$ cat src/rtl/imem_load_ctrl_pkg.sv
// Shared constants and state encoding for the instruction-memory download controller.
// Latency: n/a (package only).
// Backpressure: n/a (package only).
package imem_load_ctrl_pkg;

  localparam int IMEM_DEPTH       = 32;
  localparam int IMEM_ADDR_W      = 5;
  localparam int IMEM_TIMEOUT_CYC = 260300;

  typedef enum logic [1:0] {
    IDLE = 2'd0,
    LOAD = 2'd1,
    DONE = 2'd2,
    ERR  = 2'd3
  } state_t;

endpackage

$ cat src/rtl/imem_load_ctrl_rise_det.sv
// Single-flop rising-edge detector; the flop resets to 1 so a level held high through reset is not an edge.
// Latency: rise is combinational in the cycle the input first reads 1.
// Backpressure: none.
//
// Ports:
//   Clk, Reset : clock, asynchronous active-high reset
//   d          : level input
//   rise       : high for the one cycle where d=1 and the previous sample was 0
module rise_det (
  input  logic Clk,
  input  logic Reset,
  input  logic d,
  output logic rise
);

  logic d_q;

  always_ff @(posedge Clk or posedge Reset) begin
    if (Reset) d_q <= 1'b1;
    else       d_q <= d;
  end

  assign rise = d & ~d_q;

endmodule

$ cat src/rtl/imem_load_ctrl.sv
// Program-download sequencer: holds the CPU and streams UART bytes into consecutive instruction-memory addresses.
// Latency: Load rise -> Cpu_hold one cycle later; Rx_valid -> registered Mem_we pulse one cycle later.
// Backpressure: none; the UART cannot be stalled, bytes outside a session or past a full memory are dropped.
//
// Ports:
//   Clk, Reset          : clock, asynchronous active-high reset
//   Load                : session request level (rising edge starts a session)
//   Rx_valid/Rx_data    : received byte strobe and data
//   Rx_fe               : framing-error strobe, aborts the session into ERR
//   PC                  : CPU fetch address, routed to Mem_addr outside a session
//   Mem_we/Mem_addr/Mem_wdata : instruction memory write/read port
//   Cpu_hold, Cpu_rst   : CPU stall level and restart pulse
//   Load_done, Err      : session-complete pulse, sticky framing-error flag
//   Byte_count          : bytes written in the current or last session
module imem_load_ctrl
  import imem_load_ctrl_pkg::*;
#(
  parameter int DEPTH       = IMEM_DEPTH,
  parameter int ADDR_W      = IMEM_ADDR_W,
  parameter int TIMEOUT_CYC = IMEM_TIMEOUT_CYC
) (
  input  logic              Clk,
  input  logic              Reset,
  input  logic              Load,
  input  logic              Rx_valid,
  input  logic [7:0]        Rx_data,
  input  logic              Rx_fe,
  input  logic [ADDR_W-1:0] PC,
  output logic              Mem_we,
  output logic [ADDR_W-1:0] Mem_addr,
  output logic [7:0]        Mem_wdata,
  output logic              Cpu_hold,
  output logic              Cpu_rst,
  output logic              Load_done,
  output logic              Err,
  output logic [ADDR_W:0]   Byte_count
);

  localparam int TMO_W = $clog2(TIMEOUT_CYC);
  localparam logic [ADDR_W:0] DEPTH_CNT = (ADDR_W+1)'(DEPTH);
  // The counter reads k-1 in the k-th idle cycle after a byte, so matching
  // TIMEOUT_CYC-2 here lands DONE exactly TIMEOUT_CYC cycles after that byte.
  localparam logic [TMO_W-1:0] TMO_LAST = TMO_W'(TIMEOUT_CYC - 2);

  state_t              state_q, state_d;
  logic                load_rise;
  logic                start;
  logic                accept;
  logic [ADDR_W-1:0]   ptr_q;
  logic [ADDR_W:0]     cnt_q;
  logic [TMO_W-1:0]    tmo_q;
  logic                we_q;
  logic [ADDR_W-1:0]   wa_q;
  logic [7:0]          wd_q;
  logic                err_q;

  rise_det u_load_rise (
    .Clk   (Clk),
    .Reset (Reset),
    .d     (Load),
    .rise  (load_rise)
  );

  assign start  = load_rise && (state_q == IDLE || state_q == ERR);
  // A framing error drops the byte that arrives with it; a full memory drops extras.
  assign accept = (state_q == LOAD) && Rx_valid && !Rx_fe && (cnt_q != DEPTH_CNT);

  always_ff @(posedge Clk or posedge Reset) begin
    if (Reset) state_q <= IDLE;
    else       state_q <= state_d;
  end

  always_comb begin
    state_d   = state_q;
    Cpu_hold  = 1'b0;
    Cpu_rst   = 1'b0;
    Load_done = 1'b0;
    Mem_addr  = PC;
    case (state_q)
      IDLE: begin
        if (load_rise) state_d = LOAD;
      end
      LOAD: begin
        Cpu_hold = 1'b1;
        Mem_addr = ptr_q;
        if (Rx_fe)
          state_d = ERR;
        else if (cnt_q == DEPTH_CNT || !Load || (!Rx_valid && tmo_q == TMO_LAST))
          state_d = DONE;
      end
      DONE: begin
        Cpu_hold  = 1'b1;
        Cpu_rst   = 1'b1;
        Load_done = 1'b1;
        state_d   = IDLE;
      end
      ERR: begin
        Cpu_hold = 1'b1;
        if (load_rise) state_d = LOAD;
      end
      default: state_d = IDLE;
    endcase
    // The final byte of a session is written in the DONE cycle, so the
    // registered write address overrides whatever the state would drive.
    if (we_q) Mem_addr = wa_q;
  end

  always_ff @(posedge Clk or posedge Reset) begin
    if (Reset) begin
      we_q  <= 1'b0;
      wa_q  <= '0;
      wd_q  <= '0;
      ptr_q <= '0;
      cnt_q <= '0;
      tmo_q <= '0;
      err_q <= 1'b0;
    end else begin
      we_q <= accept;
      if (accept) begin
        wa_q <= ptr_q;
        wd_q <= Rx_data;
      end
      if (start) begin
        ptr_q <= '0;
        cnt_q <= '0;
        tmo_q <= '0;
        err_q <= 1'b0;
      end else if (state_q == LOAD) begin
        if (accept) begin
          ptr_q <= ptr_q + ADDR_W'(1);
          cnt_q <= cnt_q + (ADDR_W+1)'(1);
        end
        if (Rx_valid) tmo_q <= '0;
        else          tmo_q <= tmo_q + TMO_W'(1);
        if (Rx_fe) err_q <= 1'b1;
      end
    end
  end

  assign Mem_we     = we_q;
  assign Mem_wdata  = wd_q;
  assign Err        = err_q;
  assign Byte_count = cnt_q;

endmodule

$ cat config.mk
export PLATFORM = sky130hd
export DESIGN_NAME = imem_load_ctrl
export DESIGN_NICKNAME = d
export VERILOG_FILES = /design/src/rtl/imem_load_ctrl_pkg.sv /design/src/rtl/imem_load_ctrl_rise_det.sv /design/src/rtl/imem_load_ctrl.sv
export SDC_FILE = /design/constraint.sdc
export NUM_CORES = 1
export LEC_CHECK = 0
export CAP_MARGIN = 25
export CORE_ASPECT_RATIO = 0.7
export CORE_UTILIZATION = 26
export DETAILED_ROUTE_END_ITERATION = 7
export SLEW_MARGIN = 0
export SYNTH_ARGS = -nofsm -noshare
export SYNTH_HDL_FRONTEND = slang
export SYNTH_SLANG_ARGS = --single-unit
$ cat constraint.sdc
create_clock -name Clk -period 2.3 [get_ports Clk]
set_input_delay 0.69 -clock Clk [delete_from_list [all_inputs] [get_ports Clk]]
set_output_delay 0.69 -clock Clk [all_outputs]
set_load 0.03 [all_outputs]
======== After elaboration in Yosys (flattened, before gate mapping) ========
Index checks and enable logic that the tools add are counted.
storage, ports and cells
  memory bits (writable) .................. 0
  input port bits ......................... 18
  bits in latches ......................... 0
  output and inout port bits .............. 24
  bits in read-only memories .............. 0
  memories kept ........................... 0
  register bits after elaboration ......... 47
cells by class
  bitwise logic cells ..................... 2
  reductions and logical operators ........ 20
  muxes and demuxes ....................... 20
  shift-type cells ........................ 0
  equality and inequality tests ........... 8
  add/subtract/negate cells ............... 3
  order comparisons ....................... 0
  divide/modulo/power cells ............... 0
  multipliers ............................. 0
operators by type and width
  kind                     count
  $mux W18                 3
  $mux W5                  5
  $add A18 B1 Y18 const B  1
  $eq A18 B18 Y1 const B   1
  $mux W6                  3
  $add A6 B1 Y6 const B    1
  $eq A6 B6 Y1 const B     1
  $mux W2                  3
  $ne A6 B6 Y1 const B     1
  $pmux W2 S3              1
  $reduce_and A2 Y1        3
  $reduce_bool A2 Y1       3
  $add A5 B1 Y5 const B    1
  $logic_and A1 B1 Y1      5
  $mux W1                  5
  $eq A2 B2 Y1 const B     2
  $logic_not A1 Y1         3
  $logic_or A1 B1 Y1       3
  $ne A3 B3 Y1 const B     1
  $reduce_or A3 Y1         1
  $eq A2 B1 Y1 const B     1
  $logic_not A2 Y1         1
  $ne A2 B1 Y1 const B     1
  $reduce_or A2 Y1         1
  2 further kinds          2

======== Depth between registers and ports, before layout ========
  depth in word-level cells ............... 7
  mapped depth ............................ 7
  depth with buffers taken out ............ 6

======== Hierarchy ========
Synthesis repeated with hierarchy kept, for this count alone.
unflattened totals
  cells, all modules ...................... 246
  area total of the unflattened synthesis .. 2565.0 um2
modules (own cells, without submodules)
  module          cells an instance  times used  area each (um2)  sequential area each (um2)
  imem_load_ctrl  243                1           2521.2           1151.1
  rise_det        3                  1           43.8             26.3

======== Least setup slack after synthesis ========
No wires, ideal clock.
  kind .................................... register to output
  start point ............................. register state_q[1]
  end point ............................... output Mem_addr[0]
  buffers on the path ..................... 1
  setup slack ............................. -48 ps
  required time ........................... 1610 ps
  stages on the path, launching flop included .. 6
  arrival time ............................ 1658 ps
  cell sequence ........................... dfrtp_1 -> inv_1 -> ha_1 -> buf_4 -> mux2i_1 -> o21ai_0
on the way
  longest elaborated chain between the ends .. 3
RTL lines
  what                      RTL line               source
  start: declaration        imem_load_ctrl.sv:45   state_t state_q, state_d;
  start signal: assignment  imem_load_ctrl.sv:70   else state_q <= state_d;
  $eq A2 B1 Y1              imem_load_ctrl.sv:79   case (state_q)
  $mux W5                   imem_load_ctrl.sv:79
  $mux W5                   imem_load_ctrl.sv:105  if (we_q) Mem_addr = wa_q;
  end: declaration          imem_load_ctrl.sv:30   output logic [ADDR_W-1:0] Mem_addr,
Every way passes these cells.

======== Worst setup path after layout ========
  start point ............................. input PC[3]
  end point ............................... output Mem_addr[3]
on the way
  longest elaborated chain between the ends .. 2
RTL lines
  what                RTL line               source
  start: declaration  imem_load_ctrl.sv:28   input logic [ADDR_W-1:0] PC,
  $mux W5             imem_load_ctrl.sv:79
  $mux W5             imem_load_ctrl.sv:105
Every way passes these cells.

==> out/qor.yml <==
cells_and_area:
  fillCellCount: 909
  num_antenna_cells: 0
  drive_above_1_share_pct: 20.75
  finish.instance_area_mm2: 0.003333
  stdcell_count: 418
  syn2layout_area_growth_pct: 35.64
  nets: 321
  post-route-util_pct: 36.60
pwr:
  p_sw_share_pct: 37.89
  seqPwrFrac_pct: 32.9
  vdd_drop_max_mv: 0.3216
  internal-power_uw: 2151
  p_leak_uw: 0.001395
  power_density_mw_per_mm2: 1039
  power.switching_uw: 1312
  clockPowerShare_pct: 20.7
  p_comb_share_pct: 46.4
critical_path:
  slowest_delay_ns: 0.46
  cp_max_fo: 1
  cp_data_arrival_time_ns: 1.54
  ff2ff_path_depth: 7
  cp_top_family: "buffers and inverters"
  end_kind: "output pin"
  path_cells: "clkdlybuf4s50_1, mux2i_1, o21ai_1, buf_4"
  required_ns: 1.61
  worst-path-stages: 4
  path_class: "input port to output pin"
  startpoint_type: "input port"
  crit_slowest_cell: "clkdlybuf4s50_1"
  critPathBufInv: 2
logic_synthesis:
  syn_area_per_cell_um2: 10.55
  syn_inst: 233
  synth-edff-count: 0
  async_flop_share_pct: 100.0
  ys_types: 42
  yosys_most_used_dff: "dfrtp_1"
  synth.largest_area_cell: "dfrtp_1"
  ys_seq_area_share_pct: 47.91
  synth_area_mm2: 0.002457
  synth-seq-cells: 47
  synth_commonest_cells: "dfrtp_1 (46), nor2_1 (21), a21oi_1 (16)"
  synth_fp_nets: 260
  synth-warning-count: 0
  ys_top_cells_by_area: "dfrtp_1 (47%), mux2_2 (6.4%), ha_1 (4.6%)"
  synth.most_common_cell: "dfrtp_1"
  netlist.area_leader.share_pct: 46.84
hold_path:
  whs_path_depth: 1
  hp-class: "flip-flop to flip-flop"
clocking:
  clock_latency_ns: 0.28
  cts_tree: "yes"
  cts_buffer_depth: 2
  cts_buffers: 5
  htreeDepth: 2
  cts_root_buffer: "clkbuf_16"
  cts_setup_buffers: 0
  cts_sinks: 47
  cts.clk_slew.worst_paths_ns: 0.06
  hold_buffers: 0
sta:
  hold_viol_final: 0
  clock.fmax_ghz: 0.4491
  hold_ws_ns: 0.5032
  worstMarginPinSlew_ns: 0.5048
  finClkSkew_ns: 0.002548
  finalCritPeriodShare_pct: 96.81
  rsz0062_at_grt: "true"
  setup_violations: 0
  tns_ns: 0
  final_max_slew_viol_count: 0
  relSlewSlack_pct: 65.48
  fin_crit_ns: 2.227
routing:
  post_drt_wl_per_cell_um: 13.21
  antenna_left: 0
  drt-initial-drc-count: 149
  routed-via-count: 1928
  routed_wl_um: 5520
  post-route-drc-count: 0
  viasPerCell: 4.612
  dr.pass1.iters: 4
placement:
  placed_area_mm2: 0.003166
  routabilityCongestion: 0.8416
  port_buffers: 41
  dp.cells: 411
  post-dp-hpwl_um: 4115
global_routing:
  grt_pass1_wl_um: 9653
  antenna_found_initial: 0
  grt_max_degree: 36
  overflow: 0
  track_usage_pct: 12.27
  grt_pass1_vias: 1906
die:
  fp.dieH_um: 83.34
  dieArea_mm2: 0.009850
  ios: 42
  core_area_mm2: 0.009107
  die_x_um: 118.2
  rows: 29
  initial_core_util_pct: 26.98
run_status:
  status: "finished, final reports clean"
job:
  max_cap_viol_count: 0
[what timing repair did]
item,CTS,global route
setup endpoints to repair,3,5
pin swaps,0,1
gates resized for setup,3,7
[power groups by stage]
stage | clock network (µW) | registers (µW) | logic, µW
CTS | 739 | 1140 | 1600
floorplan | 0 | 1320 | 785
global placement | 0 | 1140 | 1590
detailed placement | 0 | 1150 | 1610
finish | 716 | 1140 | 1610
global route | 770 | 1170 | 1740
[layer usage]
layer	global-route usage (%)	vias up	wire length (µm)
li1	-	959	-
met1	18.27	913	2931
met2	17.11	52	2202
met3	3.228	4	345
met4	3.613	0	40
met5	0	-	0
[kinds of logic after synthesis]
family	Yosys count	share of synthesized area [%]
buf+inv	20	3.614
simple gates	74	17.06
fa+ha+maj	9	4.583
compound gates	48	12.53
mux	22	9.674
xor+xnor	13	4.633
flops	47	47.91
[area by class of cell]
class                   count  area, µm²  share of cell area [%]
clock buffers               6      138.9                   4.167
inverters                  11      41.29                   1.239
clock inverters             1      5.005                  0.1502
repair buffers             63      603.1                   18.09
well taps                 124      155.1                   4.655
multi-input cells         166       1212                   36.37
flip-flops and latches     47       1177                   35.32
[metrics by stage]
step | setup slack [ns] | total power (µW)
global placement | -0.1218 | 2738
detailed placement | -0.1265 | 2763
finish | 0.07338 | 3464
floorplan | 0.1779 | 2109
global route | -0.008937 | 3683
CTS | 0.004956 | 3477
[sequential cells by signal, summed over array words and instances, names as in the netlist]
| register | cells |
|---|---|
| Mem_wdata | 8 |
| tmo_q | 18 |
| state_q | 2 |
| Err | 1 |
| Mem_we | 1 |
| wa_q | 5 |
| u_load_rise.d_q | 1 |
| ptr_q | 5 |
| Byte_count | 6 |
[worst paths after layout]
| check | from | endpoint | slack, ns |
|---|---|---|---|
| worst max-delay path | PC[3] | Mem_addr[3] | 0.07 |
| worst min-delay path | Mem_wdata[7]$_DFFE_PP0P_ | Mem_wdata[7]$_DFFE_PP0P_ | 0.50 |
| worst max register to register | state_q[0]$_DFFE_PP0P_ | tmo_q[9]$_DFFE_PP0P_ | 0.14 |
| worst min register to register | Mem_wdata[7]$_DFFE_PP0P_ | Mem_wdata[7]$_DFFE_PP0P_ | 0.50 |
| max in group asynchronous | Reset | ptr_q[1]$_DFFE_PP0P_ | 1.12 |
| min in group asynchronous | Reset | state_q[1]$_DFFE_PP0P_ | 0.69 |
[placed cells by master (no fill, tap or decap), drive strengths merged, types with 2 or more instances in the layout]
cell type,netlist,layout
xnor2,11,11
clkbuf,4,6
nor2,21,21
and3,2,2
o21ai,13,13
mux2,14,14
dfrtp,46,46
inv,11,11
buf,5,27
dlygate4sd2,0,3
and2,2,2
or3,7,7
o31ai,4,4
nand3,7,7
xor2,2,2
clkdlybuf4s50,0,32
mux2i,8,8
nand4,5,5
a21oi,17,17
a2111oi,3,3
ha,9,9
o2111ai,2,2
nor3,3,3
a211oi,6,6
nor4b,4,4
nand2,14,14
or4,4,4
Note: power is estimated with default switching activity, not from simulation.
